$ cat config.mk
export PLATFORM = sky130hd
export DESIGN_NAME = imm_gen_stage
export DESIGN_NICKNAME = d
export VERILOG_FILES = /design/src/rtl/imm_gen_stage.sv
export SDC_FILE = /design/constraint.sdc
export NUM_CORES = 1
export LEC_CHECK = 0
export CAP_MARGIN = 20
export CORE_ASPECT_RATIO = 1.75
export CORE_MARGIN = 5
export CORE_UTILIZATION = 51
export CTS_CLUSTER_DIAMETER = 120
export DETAILED_ROUTE_END_ITERATION = 8
export PLACE_DENSITY = 0.79
export SYNTH_ARGS = -nofsm -noshare
export SYNTH_HDL_FRONTEND = slang
export SYNTH_SLANG_ARGS = --single-unit
$ cat constraint.sdc
create_clock -name clk -period 3.1 [get_ports clk]
set_input_delay 0.31 -clock clk [delete_from_list [all_inputs] [get_ports clk]]
set_output_delay 0.31 -clock clk [all_outputs]
set_load 0.02 [all_outputs]
$ cat src/rtl/imm_gen_stage.sv
// Decode-stage immediate generator: classifies RV base formats, sign-extends the
// immediate to XLEN and buffers results behind a valid/ready handshake with a skid entry.
module imm_gen_stage #(
  parameter int XLEN       = 32,
  parameter int SHAMT_ZEXT = 0,
  parameter int CNT_W      = 8
) (
  input  logic             clk,
  input  logic             reset,
  input  logic             flush,
  input  logic             in_valid,
  output logic             in_ready,
  input  logic [31:0]      instruction,
  output logic             out_valid,
  input  logic             out_ready,
  output logic [XLEN-1:0]  imm,
  output logic [2:0]       fmt,
  output logic             illegal,
  output logic [CNT_W-1:0] illegal_count
);

  localparam logic [2:0] FMT_R   = 3'd0;
  localparam logic [2:0] FMT_I   = 3'd1;
  localparam logic [2:0] FMT_S   = 3'd2;
  localparam logic [2:0] FMT_B   = 3'd3;
  localparam logic [2:0] FMT_U   = 3'd4;
  localparam logic [2:0] FMT_J   = 3'd5;
  localparam logic [2:0] FMT_ILL = 3'd7;

  typedef struct packed {
    logic [XLEN-1:0] imm;
    logic [2:0]      fmt;
    logic            illegal;
  } dec_t;

  function automatic dec_t decode(input logic [31:0] inst);
    dec_t               d;
    logic signed [31:0] imm_s;
    logic               shamt;
    imm_s     = '0;
    d.fmt     = FMT_R;
    d.illegal = 1'b0;
    // OP-IMM slli/srli/srai carry a shift amount, not a signed offset
    shamt = (SHAMT_ZEXT != 0) && (inst[6:0] == 7'b0010011) && (inst[13:12] == 2'b01);
    case (inst[6:0])
      7'b0010011, 7'b0000011, 7'b1100111, 7'b1110011: begin
        d.fmt = FMT_I;
        imm_s = {{20{inst[31]}}, inst[31:20]};
      end
      7'b0100011: begin
        d.fmt = FMT_S;
        imm_s = {{20{inst[31]}}, inst[31:25], inst[11:7]};
      end
      7'b1100011: begin
        d.fmt = FMT_B;
        imm_s = {{19{inst[31]}}, inst[31], inst[7], inst[30:25], inst[11:8], 1'b0};
      end
      7'b0110111, 7'b0010111: begin
        d.fmt = FMT_U;
        imm_s = {inst[31:12], 12'b0};
      end
      7'b1101111: begin
        d.fmt = FMT_J;
        imm_s = {{11{inst[31]}}, inst[31], inst[19:12], inst[20], inst[30:21], 1'b0};
      end
      7'b0110011: begin
        d.fmt = FMT_R;
        imm_s = '0;
      end
      default: begin
        d.fmt     = FMT_ILL;
        d.illegal = 1'b1;
        imm_s     = '0;
      end
    endcase
    if (shamt)
      d.imm = (XLEN == 64) ? XLEN'(inst[25:20]) : XLEN'(inst[24:20]);
    else
      d.imm = XLEN'(imm_s);
    return d;
  endfunction

  function automatic logic [CNT_W-1:0] sat_inc(input logic [CNT_W-1:0] c);
    return (&c) ? c : c + CNT_W'(1);
  endfunction

  dec_t             out_q, out_d;
  dec_t             skid_q, skid_d;
  logic             out_valid_q, out_valid_d;
  logic             skid_valid_q, skid_valid_d;
  logic [CNT_W-1:0] cnt_q, cnt_d;
  dec_t             in_dec;
  logic             accept;
  logic             out_load;

  always_comb begin
    in_dec       = decode(instruction);
    accept       = in_valid & ~skid_valid_q;
    out_load     = ~out_valid_q | out_ready;
    out_d        = out_q;
    skid_d       = skid_q;
    out_valid_d  = out_valid_q;
    skid_valid_d = skid_valid_q;
    cnt_d        = cnt_q;
    if (flush) begin
      out_valid_d  = 1'b0;
      skid_valid_d = 1'b0;
    end else begin
      if (out_load) begin
        // A full skid always drains first; in_ready is low then, so no accept competes
        if (skid_valid_q) begin
          out_d        = skid_q;
          out_valid_d  = 1'b1;
          skid_valid_d = 1'b0;
        end else if (accept) begin
          out_d       = in_dec;
          out_valid_d = 1'b1;
        end else begin
          out_valid_d = 1'b0;
        end
      end else if (accept) begin
        skid_d       = in_dec;
        skid_valid_d = 1'b1;
      end
      if (accept && in_dec.illegal)
        cnt_d = sat_inc(cnt_q);
    end
  end

  // Output / skid register boundary
  always_ff @(posedge clk or posedge reset) begin
    if (reset) begin
      out_q        <= '0;
      skid_q       <= '0;
      out_valid_q  <= 1'b0;
      skid_valid_q <= 1'b0;
      cnt_q        <= '0;
    end else begin
      out_q        <= out_d;
      skid_q       <= skid_d;
      out_valid_q  <= out_valid_d;
      skid_valid_q <= skid_valid_d;
      cnt_q        <= cnt_d;
    end
  end

  assign in_ready      = ~skid_valid_q;
  assign out_valid     = out_valid_q;
  assign imm           = out_q.imm;
  assign fmt           = out_q.fmt;
  assign illegal       = out_q.illegal;
  assign illegal_count = cnt_q;

endmodule

==> results.ini <==
[sta]
finClkSkew_ns = 0.00647
finalHoldViolCount = 0
fin_crit_ns = 2.23
finalCritPeriodShare = 0.720
relSlewSlack = 0.517
fin_tns_setup_ns = 0
tightestPinTransition_ns = 0.722
finalMaxSlewViolations = 0
rsz0062_at_grt = no
fmax_ghz = 0.448
fin_ws_ns = 0.867
holdWs_ns = 0.300
setup_violations = 0

[die]
num_rows = 43
chipHeight_um = 128
dieWidth_um = 77.4
dieArea_um2 = 9890
ios = 83
core_area_um2 = 7860
start_util = 0.515

[critical_path]
cp_max_fo = 20
crit_path_start_kind = flop
cp.arrival_ns = 2.44
r2r_cells = 5
reg2reg_from = skid_valid_q$_DFFE_PP0P_
required_ns = 3.31
path_class = reg -> reg
crit_path_end_kind = flop
regToRegEndpoint = imm[23]$_DFFE_PP0P_
r2r_slack_ns = 0.87

[clock_tree]
cts_root_buf = clkbuf_16
cts_resized = 0
tritoncts = built
cts_setup_buffers = 0
clock_latency_ns = 0.34
clkTransAtPathRegs_ns = 0.06
clock_sinks = 82
cts_buffer_depth = 2
h-tree-depth = 3
cts_buffers = 9
holdBufCountCts = 0

[layout]
fin_util = 0.660
syn_to_final_growth_pct = 28.0
diodes = 0
instances_no_fill = 581
drive_gt1_frac = 0.0916
final_area_um2 = 5180
fill_cells = 640
nNetsFinal = 525

[detailed_routing]
vias = 3626
via_per_inst = 6.24
drc = 0
ant_nets = 0
wl_per_cell_um = 19.3
routed_wl_mm = 11.2
first_pass_iters = 5
drt_iter0_markers = 362

[synthesis]
synth_common_cells = 82 x dfrtp_1, 39 x a31oi_1, 34 x nor2_1, 29 x nor4_1, 28 x nand2_1
synth_most_common_cell = dfrtp_1
synth_area_leaders = dfrtp_1 51%, a31oi_1 6.0%, nor4_1 4.5%
ys.flop_type = dfrtp_1
ys_async_sr_fraction = 1.00
yosysSeqAreaShare = 0.507
synth-warning-count = 0
syn_inst = 417
synth.avg_cell_area_um2 = 9.71
yosysTopAreaCell = dfrtp_1
synth_cell_types = 48
synth_edf_count = 0
synth_top_area_frac = 0.507
syn_nets = 455
ys_ff_latch = 82
synthesis.area_um2 = 4050

[placement]
io_buffers = 82
pre_cts_slack_ns = 0.704
place.gp.congestion = 0.836
dpl_cell_area_um2 = 4910
dp_cells = 566
dp_hpwl_mm = 7.83

[global_routing]
antenna_found_initial = 0
grt_usage = 0.231
grt_max_degree = 59
grt_overflow = 0
grt_pass1_vias = 3656
grt_pass1_wl_mm = 18.2

[power]
power-per-cell-area_nw_per_um2 = 610
ir_worst_vdd_mv = 0.373
finalPower_mw = 3.16
power.leakage_nw = 2.05

[job]
cap_violations = 0

[outcome]
status = finished clean

[worst_hold_path]
min_path_type = in -> async

## metal layers
layer / up-vias / part of all wire / GRT usage
li1: 1675 / - / -
met1: 1777 / 0.39 / 0.275
met2: 135 / 0.51 / 0.382
met4: 0 / 0.041 / 0.133
met3: 39 / 0.052 / 0.0471
met5: - / 0 / 0
## sequential cells by signal, summed over array words and instances, names as in the netlist
register       count
fmt                3
illegal            1
illegal_count      8
imm               32
out_valid          1
skid_q            36
skid_valid_q       1
## critical path, cell delays in order, from the launching register on
cell	delay, ns
dfrtp_1	0.69
nor2_1	0.20
or3_1	0.61
nor2_1	0.19
buf_4	0.28
a31oi_1	0.13
## cell type report
type | instances | area [µm²] | area share
flip-flops and latches | 82 | 2050 | 0.396
multi-input cells | 287 | 1770 | 0.341
repair buffers | 95 | 931 | 0.180
clock buffers | 13 | 260 | 0.0502
well taps | 90 | 113 | 0.0217
inverters | 12 | 46.3 | 0.00893
clock inverters | 2 | 12.5 | 0.00241
## logic make-up after synthesis
kind of cell,after synthesis,synth area share
AO/OA/AOI/OAI,140,0.226
XOR/XNOR,8,0.0173
adder cells (fa/ha/maj),1,0.00309
buffers and inverters,48,0.0584
flip-flops,82,0.507
multiplexers,3,0.00803
AND/OR/NAND/NOR,135,0.181
## power breakdown
part / total (mW) / internal, mW / switching, mW
Combinational: 0.760 / 0.367 / 0.393
Clock: 0.994 / 0.581 / 0.413
Sequential: 1.41 / 1.26 / 0.145
Total: 3.16 / 2.21 / 0.951
## cell usage in the layout, fill, tap and decap left out, drive strengths merged, types with 13 or more instances in the layout
cell           synthesis  final
clkbuf                15     13
o21bai                20     20
nor2                  36     36
a31oi                 41     41
clkdlybuf4s50          0     82
a21oi                 21     21
dfrtp                 82     82
buf                   21     13
nand2                 28     28
o21ai                 30     30
nor4                  29     29
## how the worst max path moves through the flow
stage | slack, ns | end | start
after floorplan | 0.68 | fmt[0]$_DFFE_PP0P_ | reset
after global placement | 0.74 | imm[12]$_DFFE_PP0P_ | flush
after detailed placement | 0.70 | imm[16]$_DFFE_PP0P_ | flush
after CTS | 0.90 | imm[16]$_DFFE_PP0P_ | skid_valid_q$_DFFE_PP0P_
after global routing | 0.72 | imm[15]$_DFFE_PP0P_ | skid_valid_q$_DFFE_PP0P_
final | 0.87 | imm[23]$_DFFE_PP0P_ | skid_valid_q$_DFFE_PP0P_
Power figures use the tool's default switching activity.
